--- src/rtl/exibe_sequencia.sv ---
// exibe_sequencia: plays the stored game sequence back to the player.
// Walks the sequence ROM from address 0 up to the captured round limit,
// lighting each value for ON_CYCLES and blanking for OFF_CYCLES, then
// pulses pronto for one cycle.
// Optional build macro CONTA_EXIBICOES_EN adds db_exibicoes, a saturating
// count of completed presentations.
module exibe_sequencia #(
   parameter int ON_CYCLES  = 1000,
   parameter int OFF_CYCLES = 500,
   parameter int TIMER_W    = 16
) (
   input  logic       clock,
   input  logic       reset,
   input  logic       iniciar,
   input  logic [3:0] limite,
   input  logic [3:0] dado_mem,
   output logic [3:0] endereco,
   output logic [3:0] leds,
   output logic       exibindo,
   output logic       pronto,
   output logic [3:0] db_estado
`ifdef CONTA_EXIBICOES_EN
   ,
   output logic [7:0] db_exibicoes
`endif
);

   localparam logic [2:0] OCIOSO  = 3'd0;
   localparam logic [2:0] LE      = 3'd1;
   localparam logic [2:0] ACESO   = 3'd2;
   localparam logic [2:0] APAGADO = 3'd3;
   localparam logic [2:0] PROX    = 3'd4;
   localparam logic [2:0] FIM     = 3'd5;

   // Terminal timer values: the timer counts 0..N-1 inside a state.
   localparam logic [TIMER_W-1:0] ON_LAST  = TIMER_W'(ON_CYCLES - 1);
   localparam logic [TIMER_W-1:0] OFF_LAST = TIMER_W'(OFF_CYCLES - 1);

   logic [2:0]         state_q, state_d;
   logic [3:0]         endereco_q, endereco_d;
   logic [TIMER_W-1:0] timer_q, timer_d;
   logic [3:0]         lim_q, lim_d;

   // Next-state logic: sequencing through read, lit, blank and advance.
   always_comb begin
      state_d    = state_q;
      endereco_d = endereco_q;
      timer_d    = timer_q;
      lim_d      = lim_q;
      case (state_q)
         OCIOSO: begin
            if (iniciar) begin
               state_d    = LE;
               endereco_d = 4'd0;
               lim_d      = limite;
            end
         end
         LE: begin
            // Address was stable this cycle; ROM output is valid next cycle.
            state_d = ACESO;
            timer_d = '0;
         end
         ACESO: begin
            if (timer_q == ON_LAST) begin
               state_d = APAGADO;
               timer_d = '0;
            end else begin
               timer_d = timer_q + TIMER_W'(1);
            end
         end
         APAGADO: begin
            if (timer_q == OFF_LAST) begin
               state_d = PROX;
               timer_d = '0;
            end else begin
               timer_d = timer_q + TIMER_W'(1);
            end
         end
         PROX: begin
            // Compare before incrementing so limit 15 never wraps the address.
            if (endereco_q == lim_q) begin
               state_d = FIM;
            end else begin
               endereco_d = endereco_q + 4'd1;
               state_d    = LE;
            end
         end
         FIM: begin
            state_d = OCIOSO;
         end
         default: begin
            state_d = OCIOSO;
         end
      endcase
   end

   // State registers with synchronous reset; reset aborts without pronto.
   always_ff @(posedge clock) begin
      if (reset) begin
         state_q    <= OCIOSO;
         endereco_q <= 4'd0;
         timer_q    <= '0;
         lim_q      <= 4'd0;
      end else begin
         state_q    <= state_d;
         endereco_q <= endereco_d;
         timer_q    <= timer_d;
         lim_q      <= lim_d;
      end
   end

   assign endereco  = endereco_q;
   assign leds      = (state_q == ACESO) ? dado_mem : 4'd0;
   assign exibindo  = (state_q != OCIOSO) && (state_q != FIM);
   assign pronto    = (state_q == FIM);
   assign db_estado = {1'b0, state_q};

`ifdef CONTA_EXIBICOES_EN
   logic [7:0] exib_q;

   // Saturating count of presentations that reached FIM.
   always_ff @(posedge clock) begin
      if (reset) begin
         exib_q <= 8'd0;
      end else if ((state_q == FIM) && (exib_q != 8'hFF)) begin
         exib_q <= exib_q + 8'd1;
      end
   end

   assign db_exibicoes = exib_q;
`endif

endmodule
--- config.mk ---
export PLATFORM = sky130hd
export DESIGN_NAME = exibe_sequencia
export DESIGN_NICKNAME = d
export VERILOG_FILES = /design/src/rtl/exibe_sequencia.sv
export SDC_FILE = /design/constraint.sdc
export NUM_CORES = 1
export LEC_CHECK = 0
export CAP_MARGIN = 0
export CORE_ASPECT_RATIO = 1.4
export CORE_UTILIZATION = 54
export CTS_BUF_LIST = sky130_fd_sc_hd__clkbuf_4
export CTS_CLUSTER_SIZE = 25
export DETAILED_ROUTE_END_ITERATION = 10
export GPL_ROUTABILITY_DRIVEN = 0
export PLACE_DENSITY = 0.78
export SLEW_MARGIN = 20
export SYNTH_ARGS = -nofsm -noshare
export SYNTH_HDL_FRONTEND = slang
export SYNTH_SLANG_ARGS = --single-unit
export TNS_END_PERCENT = 5
--- constraint.sdc ---
create_clock -name clock -period 2.5 [get_ports clock]
set_input_delay 0.25 -clock clock [delete_from_list [all_inputs] [get_ports clock]]
set_output_delay 0.25 -clock clock [all_outputs]
set_load 0.1 [all_outputs]
==> flow_summary.yaml, run 1 <==
floorplanning:
  row_count: 22
  die_area_um2: 2929
  top_level_ports: 25
  initial_utilization_pct: 56.62
  die_width_um: 46.03
  core_area_um2: 2587
  die_height_um: 63.63
final_layout:
  final_cell_mix: "sky130_fd_sc_hd__dfxtp_1 (27), sky130_fd_sc_hd__nand2_1 (22), sky130_fd_sc_hd__a21oi_1 (15)"
  final_common_cell: "sky130_fd_sc_hd__dfxtp_1"
  areaGrowthSynthToFinish_pct: 21.86
  finalNetCount: 217
  drive_gt1_share_pct: 14.78
  n_antenna_cell: 0
setup_path:
  critical_path_buf_inv_count: 0
  critical_path_peak_fanout: 16
  r2r.worst_path.cells: 6
  critical_path.top_delay_family: "compound AO/OA/AOI/OAI gates"
  cp-start-kind: "register"
  critical_path_arrival_ns: 2.57
  worstSetupEndpointType: "register"
  r2r_start: "timer_q[0]"
  cp.required_ns: 2.75
  reg2reg_to: "timer_q[3]"
  setup.worst_path.class: "register to register"
  cp_cell_sequence: "ha_1 -> or4bb_1 -> o41a_2 -> a21o_4 -> a21o_1 -> a22o_1"
  critical_path.max_stage_delay_ns: 0.55
  timing.critical_path.slowest_stage_cell: "sky130_fd_sc_hd__or4bb_1"
  cp.depth: 6
  reg2reg_slack_ns: 0.17
sta:
  timing_max_transition_violations_final: 0
  clock-skew-final_ns: 0.008205
  grt_setup_unrepaired: "no"
  fin_crit_ns: 2.327
  min_period_over_period_pct: 93.07
  relSlewSlack_pct: 57.60
  totalNegativeSetupSlack_ns: 0
  setup_viol: 0
  hold_viol_final: 0
  worstMarginPinSlew_ns: 0.6336
  fmax_mhz: 429.8
detailed_routing:
  detail_route.drc_violations: 0
  drt-pass1-iter-count: 4
  ant_nets: 0
  drt-vias-per-instance: 5.933
  avgRoutedWirePerCell_um: 14.67
  dr_total_vias: 1418
  drt_first_iter_violations: 27
  routed_wirelength_mm: 3.505
status:
  outcome: "complete, no violations"
min_path:
  min_delay_path_depth: 3
  worstHoldEndpoint: "lim_q[3]"
  hp-class: "input pin to register"
  min_from: "limite[3]"
synthesis:
  mappedNetlistArea_um2: 1465
  number_of_enable_type_register_cells_in_the_synthesized_netlist: 0
  synth_sequential_area_ratio_pct: 36.89
  yosys_synthesis_warning_count: 0
  ys_top_cells_by_area: "sky130_fd_sc_hd__dfxtp_1 (37%), sky130_fd_sc_hd__nand2_1 (5.6%), sky130_fd_sc_hd__a21oi_1 (5.5%)"
  cell_type_with_the_largest_total_area_after_synthesis: "sky130_fd_sc_hd__dfxtp_1"
  post_synth_xor_area_fraction_pct: 5.978
  synth_top_area_share_pct: 36.89
  synth_top_family_by_area: "simple AND/OR/NAND/NOR gates"
  netlist-cell-type-count: 47
  synth_fp_nets: 191
  synth-compound-area-share_pct: 20.41
  synth_mux_area_share_pct: 0
  post_synth_fa_ha_maj_area_fraction_pct: 1.708
  synthesized_instance_count: 178
  synth_seq_cells: 27
  synth_ff_type: "sky130_fd_sc_hd__dfxtp_1"
  async_flop_share_pct: 0
  synthesized_area_fraction_occupied_by_and_or_nand_nor_cells_pct: 31.94
  synthesis.area_per_instance_um2: 8.231
power:
  irDropWorstVdd_uv: 391.8
  power-per-cell-area_nw_per_um2: 535.5
  p_leak_nw: 0.6733
  fin_total_pwr_uw: 956.1
flow_run:
  timing.max_cap.violations: 0
place:
  io_buffer_count: 23
  dp.final_hpwl_mm: 2.738
clock_network:
  tritoncts: "yes"
  path_clk_slew_ns: 0.14
  clock_path_buffers: 2
  clkLatencyLatePin_ns: 0.33
  clock_buffers_created_by_tritoncts: 3
  cts-root-buf: "sky130_fd_sc_hd__clkbuf_4"
  htree_levels: 1
  post-cts-setup-buffer-count: 0
  count_of_clock_tree_sinks: 27
grt:
  grt_first_pass_wirelength_mm: 5.582
  grt.total_usage_pct: 25.61
  first_global_vias: 1293
  number_of_antenna_violations_at_the_first_check_in_global_routing: 0
  gr-total-overflow: 0
  pin_count_of_the_biggest_net_entering_global_routing: 17
-- cell usage after synthesis, types with 4 or more instances --
| library cell | n |
|---|---|
| sky130_fd_sc_hd__and2_1 | 4 |
| sky130_fd_sc_hd__xor2_1 | 5 |
| sky130_fd_sc_hd__dfxtp_1 | 27 |
| sky130_fd_sc_hd__o21ai_0 | 5 |
| sky130_fd_sc_hd__clkbuf_1 | 4 |
| sky130_fd_sc_hd__nor3_1 | 6 |
| sky130_fd_sc_hd__nand3b_1 | 4 |
| sky130_fd_sc_hd__a21o_1 | 5 |
| sky130_fd_sc_hd__nand2_1 | 22 |
| sky130_fd_sc_hd__a21oi_1 | 16 |
| sky130_fd_sc_hd__xnor2_1 | 5 |
| sky130_fd_sc_hd__or3_1 | 4 |
| sky130_fd_sc_hd__nand3_1 | 10 |
| sky130_fd_sc_hd__nor2_1 | 12 |
| sky130_fd_sc_hd__a31oi_1 | 5 |
-- cell type report --
type | count | area (um^2)
fill | 247 | 802.0
clock buffer | 3 | 22.52
tap | 36 | 45.04
inverter | 2 | 7.507
sequential | 27 | 540.5
multi-input combinational | 143 | 887.1
clock inverter | 1 | 5.005
timing repair buffer | 27 | 277.8
-- logic make-up after synthesis --
kind of cell	after synthesis
and+or+nand+nor	85
AOI/OAI and AO/OA	45
DFF	27
xor gates and xnor gates	10
buffers and inverters	8
adders and majority gates	2
other	1
-- per-stage QoR --
| step | utilization [%] | hold WS (ns) | instances | worst slack, ns | area, um^2 |
|---|---|---|---|---|---|
| floorplan | - | 0.3221 | 178 | 0.01495 | 1465 |
| global placement | 67.80 | 0.4663 | 235 | 0.2267 | 1754 |
| detailed placement | 67.80 | 0.4719 | 235 | 0.1418 | 1754 |
| CTS | 68.86 | 0.4422 | 239 | 0.1209 | 1782 |
| global route | 69.00 | 0.4527 | 239 | 0.07503 | 1785 |
| finish | 69.00 | 0.4421 | 239 | 0.1733 | 1785 |
-- worst max path at each step --
stage	start	endpoint	slack, ns
detailed placement	timer_q[0]	timer_q[6]	0.14
finish	timer_q[0]	timer_q[3]	0.17
CTS	timer_q[0]	timer_q[8]	0.12
global placement	timer_q[0]	timer_q[15]	0.23
global route	timer_q[0]	timer_q[3]	0.08
floorplan	state_q[1]	leds[0]	0.01
-- layer usage --
| layer | track usage (%) | up-vias | routed length [um] |
|---|---|---|---|
| li1 | - | 703 | - |
| met1 | 25.63 | 676 | 1349 |
| met2 | 48.42 | 30 | 1963 |
| met3 | 4.011 | 9 | 108 |
| met4 | 9.926 | 0 | 83 |
| met5 | 0 | - | 0 |
-- sequential cells by signal (all words and copies together), names as in the netlist --
signal / cells
endereco: 4
lim_q: 4
state_q: 3
timer_q: 16
-- tightest hold or removal path, stage by stage --
cell and delay, ns:
sky130_fd_sc_hd__clkdlybuf4s50_1 0.40, sky130_fd_sc_hd__nand2_1 0.05, sky130_fd_sc_hd__a21oi_1 0.05
-- repair_timing --
| action | in CTS | in global routing |
|---|---|---|
| resized for setup | 0 | 1 |
| setup endpoints to repair | 0 | 3 |
| hold buffers | 0 | 0 |
-- power breakdown --
part	internal, mW	switching (mW)
registers	0.445	0.0208
clock network	0.0602	0.130
logic	0.100	0.200
(Power assumes the default switching activity.)
==> run 2, diff against run 1 <==
--- a/config.mk
+++ b/config.mk
@@ -6,13 +6,13 @@
 export NUM_CORES = 1
 export LEC_CHECK = 0
 export CAP_MARGIN = 0
-export CORE_ASPECT_RATIO = 1.4
-export CORE_UTILIZATION = 54
+export CORE_UTILIZATION = 45
 export CTS_BUF_LIST = sky130_fd_sc_hd__clkbuf_4
 export CTS_CLUSTER_SIZE = 25
 export DETAILED_ROUTE_END_ITERATION = 10
 export GPL_ROUTABILITY_DRIVEN = 0
-export PLACE_DENSITY = 0.78
+export PLACE_DENSITY = 0.67
+export SETUP_SLACK_MARGIN = 0.5
 export SLEW_MARGIN = 20
 export SYNTH_ARGS = -nofsm -noshare
 export SYNTH_HDL_FRONTEND = slang
==> run 2 against run 1 <==
Register-to-register slack better by 0.18 ns; cell count increased by 5.0%; total power is 0.79% higher; critical path depth decreased by 1; wire length shrank 1.8%; first-iteration DRC count grew to 2.6 times the previous value; clock power grew 4%; die area rose by 19%; critical endpoint is now timer_q[7]; largest power group unchanged; highest routed layer unchanged.
==> flow_summary.yaml, run 2 (synthesized netlist as in run 1, its figures left out) <==
status:
  outcome: "complete, no violations"
final_layout:
  n_antenna_cell: 0
  final_cell_count_no_fill: 251
  finish.utilization_pct: 60.12
  registers.top_by_ff_count: "timer_q"
  drive_gt1_share_pct: 27.54
  final_cell_mix: "sky130_fd_sc_hd__nand2_1 (22), sky130_fd_sc_hd__buf_4 (20), sky130_fd_sc_hd__a21oi_1 (16)"
  nFillCells: 296
  largest_register_ffs: 16
  final_common_cell: "sky130_fd_sc_hd__nand2_1"
  areaGrowthSynthToFinish_pct: 26.30
  finalNetCount: 221
min_path:
  min_delay_path_depth: 3
  hp-class: "input pin to register"
power:
  power.internal_uw: 603.3
  clockPowerShare_pct: 20.6
  irDropWorstVdd_uv: 246.7
  p_leak_nw: 0.6959
  combPwrFrac_pct: 30.9
  seqPwrFrac_pct: 48.6
  power.share.switching_pct: 37.39
  power-per-cell-area_nw_per_um2: 520.7
  switching_power_uw: 360.3
clock_network:
  path_clk_slew_ns: 0.16
  count_of_clock_tree_sinks: 27
  clock_buffers_created_by_tritoncts: 3
  htree_levels: 1
  clock_path_buffers: 2
  clkLatencyLatePin_ns: 0.33
  hold_buf_count_cts: 0
  tritoncts: "yes"
  cts-root-buf: "sky130_fd_sc_hd__clkbuf_4"
floorplanning:
  initial_utilization_pct: 47.60
  die_width_um: 59.06
  core_area_um2: 3078
  die_area_um2: 3488
  top_level_ports: 25
  row_count: 20
  die_height_um: 59.06
setup_path:
  cp-start-kind: "register"
  critical_path.max_stage_delay_ns: 0.57
  critical_path.top_delay_family: "simple AND/OR/NAND/NOR gates"
  cp.required_ns: 2.74
  cp.depth: 5
  cp_cell_sequence: "or4_4 -> or4_4 -> a21o_4 -> a21o_1 -> a21o_1"
  critical_path_peak_fanout: 8
  critical_path_buf_inv_count: 0
  timing.critical_path.slowest_stage_cell: "sky130_fd_sc_hd__or4_4"
  worstSetupEndpointType: "register"
  r2r.worst_path.cells: 5
  critical_path_arrival_ns: 2.39
  setup.worst_path.class: "register to register"
grt:
  grt_first_pass_wirelength_mm: 5.685
  grt.total_usage_pct: 21.39
  first_global_vias: 1273
  number_of_antenna_violations_at_the_first_check_in_global_routing: 0
  gr-total-overflow: 0
  pin_count_of_the_biggest_net_entering_global_routing: 17
sta:
  clock-skew-final_ns: 0.009674
  worstMarginPinSlew_ns: 0.8079
  grt_setup_unrepaired: "yes"
  totalNegativeSetupSlack_ns: 0
  timing_max_transition_violations_final: 0
  min_period_over_period_pct: 85.77
  fmax_mhz: 466.3
  relSlewSlack_pct: 45.44
  fin_crit_ns: 2.144
  hold_viol_final: 0
  setup_viol: 0
  hold_slack_ns: 0.4494
detailed_routing:
  dr_total_vias: 1416
  routed_wirelength_mm: 3.442
  avgRoutedWirePerCell_um: 13.71
  drt-vias-per-instance: 5.641
  ant_nets: 0
  drt-pass1-iter-count: 7
  drt_first_iter_violations: 69
  detail_route.drc_violations: 0
place:
  placed_cells_incl_taps: 242
  dp.final_hpwl_mm: 2.473
  io_buffer_count: 23
flow_run:
  timing.max_cap.violations: 0
[run 2: area by class of cell]
type / instances / area, um^2 / share of cell area (%)
Sequential cell: 27 / 564.3 / 30.49
Timing Repair Buffer: 30 / 250.2 / 13.52
Clock inverter: 1 / 7.507 / 0.4057
Tap cell: 44 / 55.05 / 2.975
Inverter: 2 / 7.507 / 0.4057
Clock buffer: 3 / 22.52 / 1.217
Multi-Input combinational cell: 144 / 943.4 / 50.98
[run 2: repair_timing]
action	CTS	global route
pin swaps	3	0
buffers inserted	2	2
setup endpoints to repair	14	21
cloned	1	0
resized for setup	7	5
[run 2: layer usage]
layer / vias up / GRT usage, % / routed length (um) / share of wire [%]
li1: 717 / - / - / -
met1: 652 / 29.81 / 1665 / 48
met2: 43 / 34.58 / 1586 / 46
met3: 4 / 2.183 / 162 / 4.7
met4: 0 / 7.143 / 27 / 0.78
met5: - / 0 / 0 / 0
[run 2: worst paths after layout]
path / start / end / slack, ns
worst max-delay path: timer_q[15] / timer_q[7] / 0.36
worst min-delay path: limite[2] / lim_q[2] / 0.45
worst max register to register: timer_q[15] / timer_q[7] / 0.36
worst min register to register: timer_q[15] / timer_q[15] / 0.48
[run 2: worst register-to-register path, stage by stage (launching register included)]
cell and delay, ns:
sky130_fd_sc_hd__dfxtp_2 0.36, sky130_fd_sc_hd__or4_4 0.55, sky130_fd_sc_hd__or4_4 0.57, sky130_fd_sc_hd__a21o_4 0.26, sky130_fd_sc_hd__a21o_1 0.16, sky130_fd_sc_hd__a21o_1 0.17
[run 2: through the flow]
stage          cell area, um^2  power (mW)  setup WS, ns
2_1_floorplan             1495      0.6935        0.4235
3_3_place_gp              1737      0.7541        0.3560
3_5_place_dp              1737      0.7626        0.3108
5_1_grt                   1851       1.013        0.3011
4_1_cts                   1802      0.9600        0.3433
6_report                  1851      0.9636        0.3556
[run 2: power by group through the flow]
stage | clock network, mW | registers [mW] | logic, mW
final | 0.198 | 0.468 | 0.298
after global routing | 0.221 | 0.472 | 0.320
after CTS | 0.205 | 0.466 | 0.290
after detailed placement | 0 | 0.477 | 0.286
after global placement | 0 | 0.476 | 0.278
after floorplan | 0 | 0.502 | 0.191
